`src/rtl/wave_sequencer_pkg.sv`:
```
// wave_sequencer_pkg: shared state encoding and table entry layout for the wave sequencer.
package wave_sequencer_pkg;
  typedef enum logic [1:0] {IDLE, APPLY, RUN, DONE} state_t;
  localparam int ON_MSB = 11;
  localparam int ON_LSB = 8;
  localparam int OFF_MSB = 7;
  localparam int OFF_LSB = 4;
  localparam int REP_MSB = 3;
  localparam int REP_LSB = 0;
  localparam logic [3:0] TERMINATOR = 4'd0;
endpackage

```
`src/rtl/wave_seq_table.sv`:
```
// wave_seq_table: DEPTH x 12 entry register file, synchronous write, asynchronous read.
module wave_seq_table #(
  parameter int DEPTH = 8
) (
  input  logic                     clk,
  input  logic                     wr_en,
  input  logic [$clog2(DEPTH)-1:0] wr_addr,
  input  logic [11:0]              wr_data,
  input  logic [$clog2(DEPTH)-1:0] rd_addr,
  output logic [11:0]              rd_data
);
  logic [11:0] mem [DEPTH];
  always_ff @(posedge clk)
    if (wr_en) mem[wr_addr] <= wr_data;
  assign rd_data = mem[rd_addr];
endmodule

```
`src/rtl/wave_sequencer.sv`:
```
// wave_sequencer: steps a WaveGen through a table of (on, off, repeat) entries,
// switching settings only on period boundaries, with a per-entry watchdog.
module wave_sequencer
  import wave_sequencer_pkg::*;
#(
  parameter int DEPTH   = 8,
  parameter int TIMEOUT = 1048575,
  parameter int TW      = 20
) (
  input  logic                     clk,
  input  logic                     reset_n,
  input  logic                     wr_en,
  input  logic [$clog2(DEPTH)-1:0] wr_addr,
  input  logic [11:0]              wr_data,
  input  logic                     start,
  input  logic                     stop,
  input  logic                     loop,
  input  logic                     wave_in,
  output logic                     wg_reset,
  output logic [3:0]               on_time,
  output logic [3:0]               off_time,
  output logic                     busy,
  output logic                     done,
  output logic [$clog2(DEPTH)-1:0] step_idx,
  output logic                     err
);
  localparam int AW = $clog2(DEPTH);
  state_t        state;
  logic [AW-1:0] idx;
  logic [11:0]   entry;
  logic [3:0]    rep, cnt;
  logic [TW-1:0] wd;
  logic          loop_q, prev, rise, timeout, finish, end_loop, last_idx;

  wave_seq_table #(.DEPTH(DEPTH)) u_table (
    .clk     (clk),
    .wr_en   (wr_en && !busy),
    .wr_addr (wr_addr),
    .wr_data (wr_data),
    .rd_addr (idx),
    .rd_data (entry)
  );

  assign busy     = (state == APPLY) || (state == RUN);
  assign rise     = wave_in && !prev;
  assign finish   = rise && (cnt + 4'd1 == rep);
  assign timeout  = !rise && (wd == TW'(TIMEOUT - 1));
  assign last_idx = idx == AW'(DEPTH - 1);
  // From the last slot idx is nonzero, so this also covers the implicit end-of-table wrap.
  assign end_loop = loop_q && (idx != '0);

  always_ff @(posedge clk or negedge reset_n)
    if (!reset_n) begin
      state    <= IDLE;
      wg_reset <= 1'b1;
      on_time  <= '0;
      off_time <= '0;
      done     <= 1'b0;
      step_idx <= '0;
      err      <= 1'b0;
      idx      <= '0;
      loop_q   <= 1'b0;
      rep      <= '0;
      cnt      <= '0;
      wd       <= '0;
      prev     <= 1'b1;
    end else begin
      done <= 1'b0;
      prev <= wave_in;
      case (state)
        IDLE, DONE:
          if (start && !stop) begin
            state  <= APPLY;
            idx    <= '0;
            loop_q <= loop;
            err    <= 1'b0;
          end
        APPLY: begin
          prev <= 1'b1;
          if (stop) state <= IDLE;
          else if (entry[REP_MSB:REP_LSB] == TERMINATOR) begin
            state <= end_loop ? APPLY : DONE;
            done  <= !end_loop;
            if (end_loop) idx <= '0;
          end else begin
            on_time  <= entry[ON_MSB:ON_LSB];
            off_time <= entry[OFF_MSB:OFF_LSB];
            rep      <= entry[REP_MSB:REP_LSB];
            cnt      <= '0;
            wd       <= '0;
            step_idx <= idx;
            wg_reset <= 1'b0;
            state    <= RUN;
          end
        end
        RUN:
          if (stop) begin
            state    <= IDLE;
            wg_reset <= 1'b1;
          end else if (finish || timeout) begin
            err      <= err || timeout;
            wg_reset <= 1'b1;
            if (last_idx) begin
              state <= end_loop ? APPLY : DONE;
              done  <= !end_loop;
              if (end_loop) idx <= '0;
            end else begin
              state <= APPLY;
              idx   <= idx + 1'b1;
            end
          end else begin
            cnt <= cnt + 4'(rise);
            wd  <= rise ? '0 : wd + 1'b1;
          end
        default: state <= IDLE;
      endcase
    end
endmodule
```
`config.mk`:
```
export PLATFORM = sky130hd
export DESIGN_NAME = wave_sequencer
export DESIGN_NICKNAME = d
export VERILOG_FILES = /design/src/rtl/wave_sequencer_pkg.sv /design/src/rtl/wave_seq_table.sv /design/src/rtl/wave_sequencer.sv
export SDC_FILE = /design/constraint.sdc
export NUM_CORES = 1
export LEC_CHECK = 0
export BUFFER_PORTS_ARGS = -buffer_cell sky130_fd_sc_hd__buf_4
export CAP_MARGIN = 20
export CORE_MARGIN = 2
export CORE_UTILIZATION = 60
export DETAILED_ROUTE_END_ITERATION = 8
export MAX_ROUTING_LAYER = met4
export PLACE_DENSITY = 0.87
export SLEW_MARGIN = 25
export SYNTH_ARGS = -nofsm -noshare
export SYNTH_HDL_FRONTEND = slang
export SYNTH_SLANG_ARGS = --single-unit
export TNS_END_PERCENT = 50
```
`constraint.sdc`:
```
create_clock -name clk -period 3.2 [get_ports clk]
set_clock_uncertainty 0.1 [all_clocks]
set_input_delay 0.48 -clock clk [delete_from_list [all_inputs] [get_ports clk]]
set_output_delay 0.48 -clock clk [all_outputs]
set_load 0.02 [all_outputs]
```
==> out/metrics.yaml, run 1 <==
fmax_mhz: 347.6
grt_max_degree: 50
yosysSeqAreaShare_pct: 66.04
p_sw_share_pct: 27.89
final_antenna_net_count: 0
intPower_mw: 3.726
ys_ff_latch: 145
arrival_ps: 3200
yosys.area_share.simple_pct: 8.219
synth_mux_area_share_pct: 11.52
hpwl_um: 7881
grt_pass1_vias: 3913
antenna_found_initial: 0
cp.required_ps: 3520
drc: 0
setup_ws_ps: 322.8
synth_flop_cell: "edfxtp_1"
cts_tree: "built"
hold_violations: 0
synth_top_family_by_area: "multiplexers"
vias: 3905
synth_edf_count: 96
critPathSlowestCell: "dfrtp_1"
num-nets-final: 513
yosysTopAreaCell: "edfxtp_1"
seq_power_share_pct: 44.5
netlist_instances: 427
status: "completed"
rsz0062_at_grt: "false"
grt_pass1_wl_um: 20470
synth_xor_area_share_pct: 0.9445
dieWidth_um: 105.9
hold_path_class: "in -> reg"
grt.total_usage_pct: 25.92
fill_cells: 629
crit_fanout: 17
coreArea_um2: 10180
tightest_slew_ps: 634.1
setup_viol: 0
die_area_um2: 11210
routedWlPerCell_um: 20.41
synth.net_count: 459
synth_cell_type_count: 51
start_kind: "flop"
post_synth_fa_ha_maj_area_fraction_pct: 2.010
async_flop_share_pct: 33.79
first_pass_iters: 5
place.gp.congestion: 0.8529
fin_crit_sh_pct: 89.91
pin_count: 37
htree_levels: 4
synthTopCellsByArea: "edfxtp_1 46%, dfrtp_1 19%, mux4_2 8.7%, ha_1 2.0%, mux2i_1 1.9%"
fin_tns_setup_ps: 0
drive_gt1_share_pct: 24.29
io_buffers: 36
synth_compound_area_share_pct: 8.782
slew_headroom_pct: 57.63
crit_chain: "mux4_2 > mux2i_1 > nand4_2 > o2111ai_2 > buf_4 > o32ai_1 > a21o_1"
hold_ws_ps: 56.76
diodes: 0
cts.sinks: 145
cpPeakStageDelay_ps: 730
synth.top_cell.area_share_pct: 46.30
min_period_ps: 2877
drt-initial-drc-count: 241
finalWirelength_um: 12860
yosysWarnings: 0
combPwrFrac_pct: 17.0
path_clk_slew_ps: 60
area_growth_pct: 17.32
drt-vias-per-instance: 6.198
grt-ovfl-total: 0
clock_path_buffers: 2
pwr-share-clk_pct: 38.5
p_leak_nw: 2.752
start_util_pct: 61.13
syn_area_per_cell_um2: 14.58
drv_slew: 0
dpl_worst_slack_ps: 293.9
cp-end-kind: "flop"
p_per_area_nw_per_um2: 707.4
p_switching_mw: 1.441
numCtsBuffers: 17
path_class: "reg -> reg"
peakVddDrop_mv: 0.6922
netlist_area_um2: 6226
num_rows: 37
cts-resized-gates: 0
drv_cap: 0
clk_latency_ps: 540
die_h_um: 105.9
clock-root-buffer: "clkbuf_8"
[cells in the final DEF, fill, tap and decap left out, types with 3 or more instances in the layout]
cell,netlist,layout
nor3_1,5,4
mux2_2,5,5
and3_1,8,8
nand3_1,16,16
nand2b_1,4,4
mux2i_1,12,12
edfxtp_1,96,96
nand2_1,31,31
ha_1,10,10
inv_6,0,4
a21oi_1,21,21
bufinv_16,0,3
xnor2_1,3,3
clkbuf_16,0,16
inv_1,14,14
nor2_1,31,31
o31ai_1,15,15
dfrtp_1,47,47
o41ai_1,4,4
a31oi_1,4,4
buf_4,2,52
o21ai_0,22,22
mux4_2,24,24
[worst paths after layout]
| path | slack, ps | from | endpoint | cells past startpoint |
|---|---|---|---|---|
| max | 320 | idx[1] | cnt[2] | 7 |
| min | 60 | wave_in | prev | 2 |
| max reg2reg | 320 | idx[1] | cnt[2] | 7 |
| min reg2reg | 380 | wd[14] | wd[14] | 1 |
| max in group asynchronous | 2180 | reset_n | loop_q | 2 |
| min in group asynchronous | 390 | reset_n | state[1] | 2 |
[synth_stat cells, types with 3 or more instances]
library cell and instances:
mux2_2 5, o41ai_1 4, dfrtp_1 47, nor3_1 5
a31oi_1 4, o21ai_0 22, nor2_1 31, ha_1 10
clkbuf_1 4, buf_2 6, nand3_1 16, xnor2_1 3
a21oi_1 21, nor2b_1 3, nand2_1 31, o31ai_1 15
mux2i_1 12, and3_1 8, inv_1 14, edfxtp_1 96
nand2b_1 4, buf_1 3, mux4_2 24
[power by group through the flow]
stage / clock (mW) / sequential, mW / combinational (mW)
4_1_cts: 2.01 / 2.30 / 0.875
3_5_place_dp: 0 / 2.33 / 0.864
3_3_place_gp: 0 / 2.32 / 0.827
2_1_floorplan: 0 / 2.36 / 0.513
6_report: 1.99 / 2.30 / 0.881
5_1_grt: 2.08 / 2.31 / 0.965
[routing by layer]
layer  routed length (µm)  part of all wire (%)  vias to the layer above  global-route usage [%]
li1                     -                     -                     1762                       -
met1                 5073                    39                     1979                   29.70
met2                 6896                    54                      125                   43.36
met3                  555                   4.3                       39                   7.359
met4                  331                   2.6                        0                   10.43
met5                    0                     0                        -                       -
[per-stage QoR]
step / total power, mW / area, µm² / utilization [%] / instances
2_1_floorplan: 2.877 / 6226 / - / 427
3_3_place_gp: 3.147 / 6695 / 65.74 / 597
3_5_place_dp: 3.197 / 6695 / 65.74 / 597
4_1_cts: 5.187 / 7300 / 71.67 / 630
5_1_grt: 5.359 / 7305 / 71.72 / 630
6_report: 5.167 / 7305 / 71.72 / 630
[final cells by class]
cell class,instances,area [µm²],area share [%]
Sequential cell,145,4111,56.29
Timing Repair Buffer,53,400.4,5.481
Tap cell,136,170.2,2.330
Clock buffer,18,417.9,5.721
Inverter,15,56.30,0.7708
Multi-Input combinational cell,249,1972,27.00
Clock inverter,14,176.4,2.415
[flip-flops by register name (all words and copies together) (netlist names)]
name and flops:
idx 3, done 1, state 2, wd 20
cnt 4, err 1, step_idx 3, off_time 4
prev 1, u_table.mem 96, on_time 4, wg_reset 1
loop_q 1, rep 4
[timing repair]
| item | 4_1_cts | 5_1_grt |
|---|---|---|
| endpoints found under the hold margin | 47 | 0 |
| setup buffers | 0 | 0 |
| hold buffers | 1 | 0 |
[critical path, delay by kind of cell (launching register included)]
kind | cells | cell delay (ps)
AOI/OAI and AO/OA | 3 | 540
buffers and inverters | 1 | 240
DFF | 1 | 730
muxes | 2 | 880
and+or+nand+nor | 1 | 270
[cells by family (layout without fill, tap and decap cells)]
kind of cell / count (synthesis) / count (layout)
and+or+nand+nor: 109 / 109
adders and majority gates: 10 / 10
xor gates and xnor gates: 5 / 5
AOI/OAI and AO/OA: 84 / 84
DFF: 145 / 145
muxes: 41 / 41
buffers and inverters: 33 / 100
Note: power is estimated with default switching activity, not from simulation.
==> inputs of run 2 (changes only) <==
==> constraint.sdc (replaced) <==
create_clock -name clk -period 3.2 [get_ports clk]
set_clock_uncertainty 0.1 [all_clocks]
set_input_delay 0.16 -clock clk [delete_from_list [all_inputs] [get_ports clk]]
set_output_delay 0.16 -clock clk [all_outputs]
set_load 0.02 [all_outputs]
==> run 2 against run 1 <==
Die area unchanged. Maximum frequency decreased by 3.6%. Setup slack got worse by 110 ps. Clock power about the same. Sequential power about the same. Critical path depth increased by 1. First-iteration DRC count increased by 21%. Final area increased by 2.6%. Wire length increased by 4.2%. Register-to-register slack got worse by 110 ps. Global-route usage increased by 0.88 points. Sequential share of layout area decreased by 1.4 points. Largest cell class unchanged.
==> out/metrics.yaml, run 2 (same netlist as run 1, synthesis figures left out) <==
seq_power_share_pct: 44.2  # -0.3 points
routedWlPerCell_um: 20.68  # +1.3%
drt-initial-drc-count: 292  # +21%
vias: 3983  # +2.0%
drv_cap: 0  # unchanged
top_layer: "met4"
min_to: "u_table.mem[2][1]"
drv_slew: 0  # unchanged
arrival_ps: 3360  # +160 ps
final_antenna_net_count: 0  # unchanged
ff2ff_setup_slack_ps: 220  # -110 ps
grt_pass1_vias: 4030  # +3.0%
p_switching_mw: 1.457  # +1.1%
die_area_um2: 11210  # unchanged
dr_wl_met2_um: 7277  # +5.5%
intPower_mw: 3.747  # +0.56%
p_leak_nw: 2.833  # +2.9%
setup_viol: 0  # unchanged
p_per_area_nw_per_um2: 694.3  # -1.9%
place.gp.congestion: 0.8529  # unchanged
crit_chain: "nand2b_1 > inv_1 > nor3_2 > nand3_2 > a211oi_1 > dlygate4sd3_1 > a2bb2oi_1 > dlygate4sd3_1"
min-delay-start: "wr_addr[0]"
cts_tree: "built"
rsz0062_at_grt: "false"
drc: 0  # unchanged
path_buf_inv: 3  # +2
grt_max_degree: 50  # unchanged
start_util_pct: 61.13  # unchanged
cp-end-kind: "flop"
largest_reg_flops: 96  # unchanged
status: "completed"
io_buffers: 36  # unchanged
fmax_mhz: 335.2  # -3.6%
finalWirelength_um: 13400  # +4.2%
num_rows: 37  # unchanged
fin_tns_setup_ps: 0  # unchanged
peakVddDrop_mv: 0.4950  # -28%
hold_path_class: "in -> reg"
setup_ws_ps: 216.7  # -106.1 ps
slew_headroom_pct: 58.08  # +0.45 points
r2r-end: "err"
diodes: 0  # unchanged
coreArea_um2: 10180  # unchanged
critPathSlowestCell: "dlygate4sd3_1"
htree_levels: 4  # unchanged
final_common_cell: "edfxtp_1"
clock_path_buffers: 2  # unchanged
post_cts_buffers: 0  # unchanged
hold_ws_ps: 52.94  # -3.819 ps
path_class: "reg -> reg"
pin_count: 37  # unchanged
postPlaceCellArea_um2: 6695  # unchanged
drt-met1-wl_um: 5065  # -0.16%
whs_path_depth: 3  # +1
grt.total_usage_pct: 26.80  # +0.88 points
clk_latency_ps: 540  # about the same
reg2reg_depth: 8  # +1
critPathTopFamily: "buffers and inverters"
final_area_um2: 7495  # +2.6%
cp.required_ps: 3580  # +60 ps
fin_crit_sh_pct: 93.23  # +3.3 points
drt-vias-per-instance: 6.147  # -0.84%
area_growth_pct: 20.38
wl_met3_um: 730  # +32%
hpwl_um: 7881  # unchanged
grt_pass1_wl_um: 21110  # +3.1%
start_kind: "flop"
dpl_worst_slack_ps: 293.9  # unchanged
dieWidth_um: 105.9  # unchanged
clock-root-buffer: "clkbuf_8"
combPwrFrac_pct: 17.5  # +0.5 points
first_pass_iters: 5  # unchanged
pwr-share-clk_pct: 38.3  # -0.2 points
path_clk_slew_ps: 70  # about the same
hold_violations: 0  # unchanged
layout_common_cells: "96 x edfxtp_1, 52 x buf_4, 47 x dfrtp_1"
num-nets-final: 531  # +3.5%
utilization_pct: 73.59  # +1.9 points
min_period_ps: 2983  # +106.1 ps
crit_top_cell: "dlygate4sd3_1"
die_h_um: 105.9  # unchanged
drive_gt1_share_pct: 23.83  # -0.46 points
numCtsBuffers: 17  # unchanged
reg_top3: "u_table.mem x96, wd x20"
cpPeakStageDelay_ps: 580  # -150 ps
crit_fanout: 6  # -11
regMostFlops: "u_table.mem"
cts.sinks: 145  # unchanged
tightest_slew_ps: 627.3  # -6.743 ps
antenna_found_initial: 0  # unchanged
p_sw_share_pct: 27.99  # +0.10 points
reg2reg_from: "prev"
grt-ovfl-total: 0  # unchanged
## run 2: cell count changes in the layout (fill, tap and decap cells not counted), sizes merged
cell,change
dlygate4sd3,+18
## run 2: metrics by stage
step                      power (mW)  instances
after floorplan                2.877        427
after detailed placement       3.197        597
after global placement         3.147        597
after global routing           5.390        648
after CTS                      5.211        648
final                          5.203        648
## run 2: power groups by stage
stage / clock (mW) / sequential, mW / combinational (mW)
6_report: 1.99 / 2.30 / 0.909
2_1_floorplan: 0 / 2.36 / 0.513
4_1_cts: 2.01 / 2.30 / 0.900
3_5_place_dp: 0 / 2.33 / 0.864
3_3_place_gp: 0 / 2.32 / 0.827
5_1_grt: 2.08 / 2.32 / 0.993
## run 2: layout make-up
cell class              instances  area, µm²
clock buffers                  18      417.9
clock inverters                14      176.4
fillers                       607       2690
inverters                      15      56.30
multi-input cells             249       1982
flip-flops and latches        145       4111
well taps                     136      170.2
repair buffers                 71      580.6
## run 2: worst max path at each step
stage	from	to	slack (ps)	cells after the start
2_1_floorplan	idx[1]	idx[0]	520	11
3_3_place_gp	idx[1]	step_idx[1]	400	5
3_5_place_dp	idx[1]	step_idx[1]	290	5
4_1_cts	prev	err	130	8
5_1_grt	prev	err	30	8
6_report	prev	err	220	8
## run 2: what timing repair did
action	in CTS	in global routing
setup endpoints to repair	0	1
endpoints found under the hold margin	148	0
resized for setup	0	2
hold buffers	19	0
## run 2: worst reg2reg max path, stage by stage, from the launching register on
cell,delay [ps]
dfstp_2,510
nand2b_1,230
inv_1,110
nor3_2,280
nand3_2,170
a211oi_1,240
dlygate4sd3_1,580
a2bb2oi_1,160
dlygate4sd3_1,570
## run 2: per-layer routing
| layer | up-vias | GRT usage (%) |
|---|---|---|
| met5 | - | - |
| met2 | 154 | 45.53 |
| met1 | 1996 | 29.86 |
| met4 | 0 | 11.47 |
| li1 | 1798 | - |
| met3 | 35 | 7.421 |
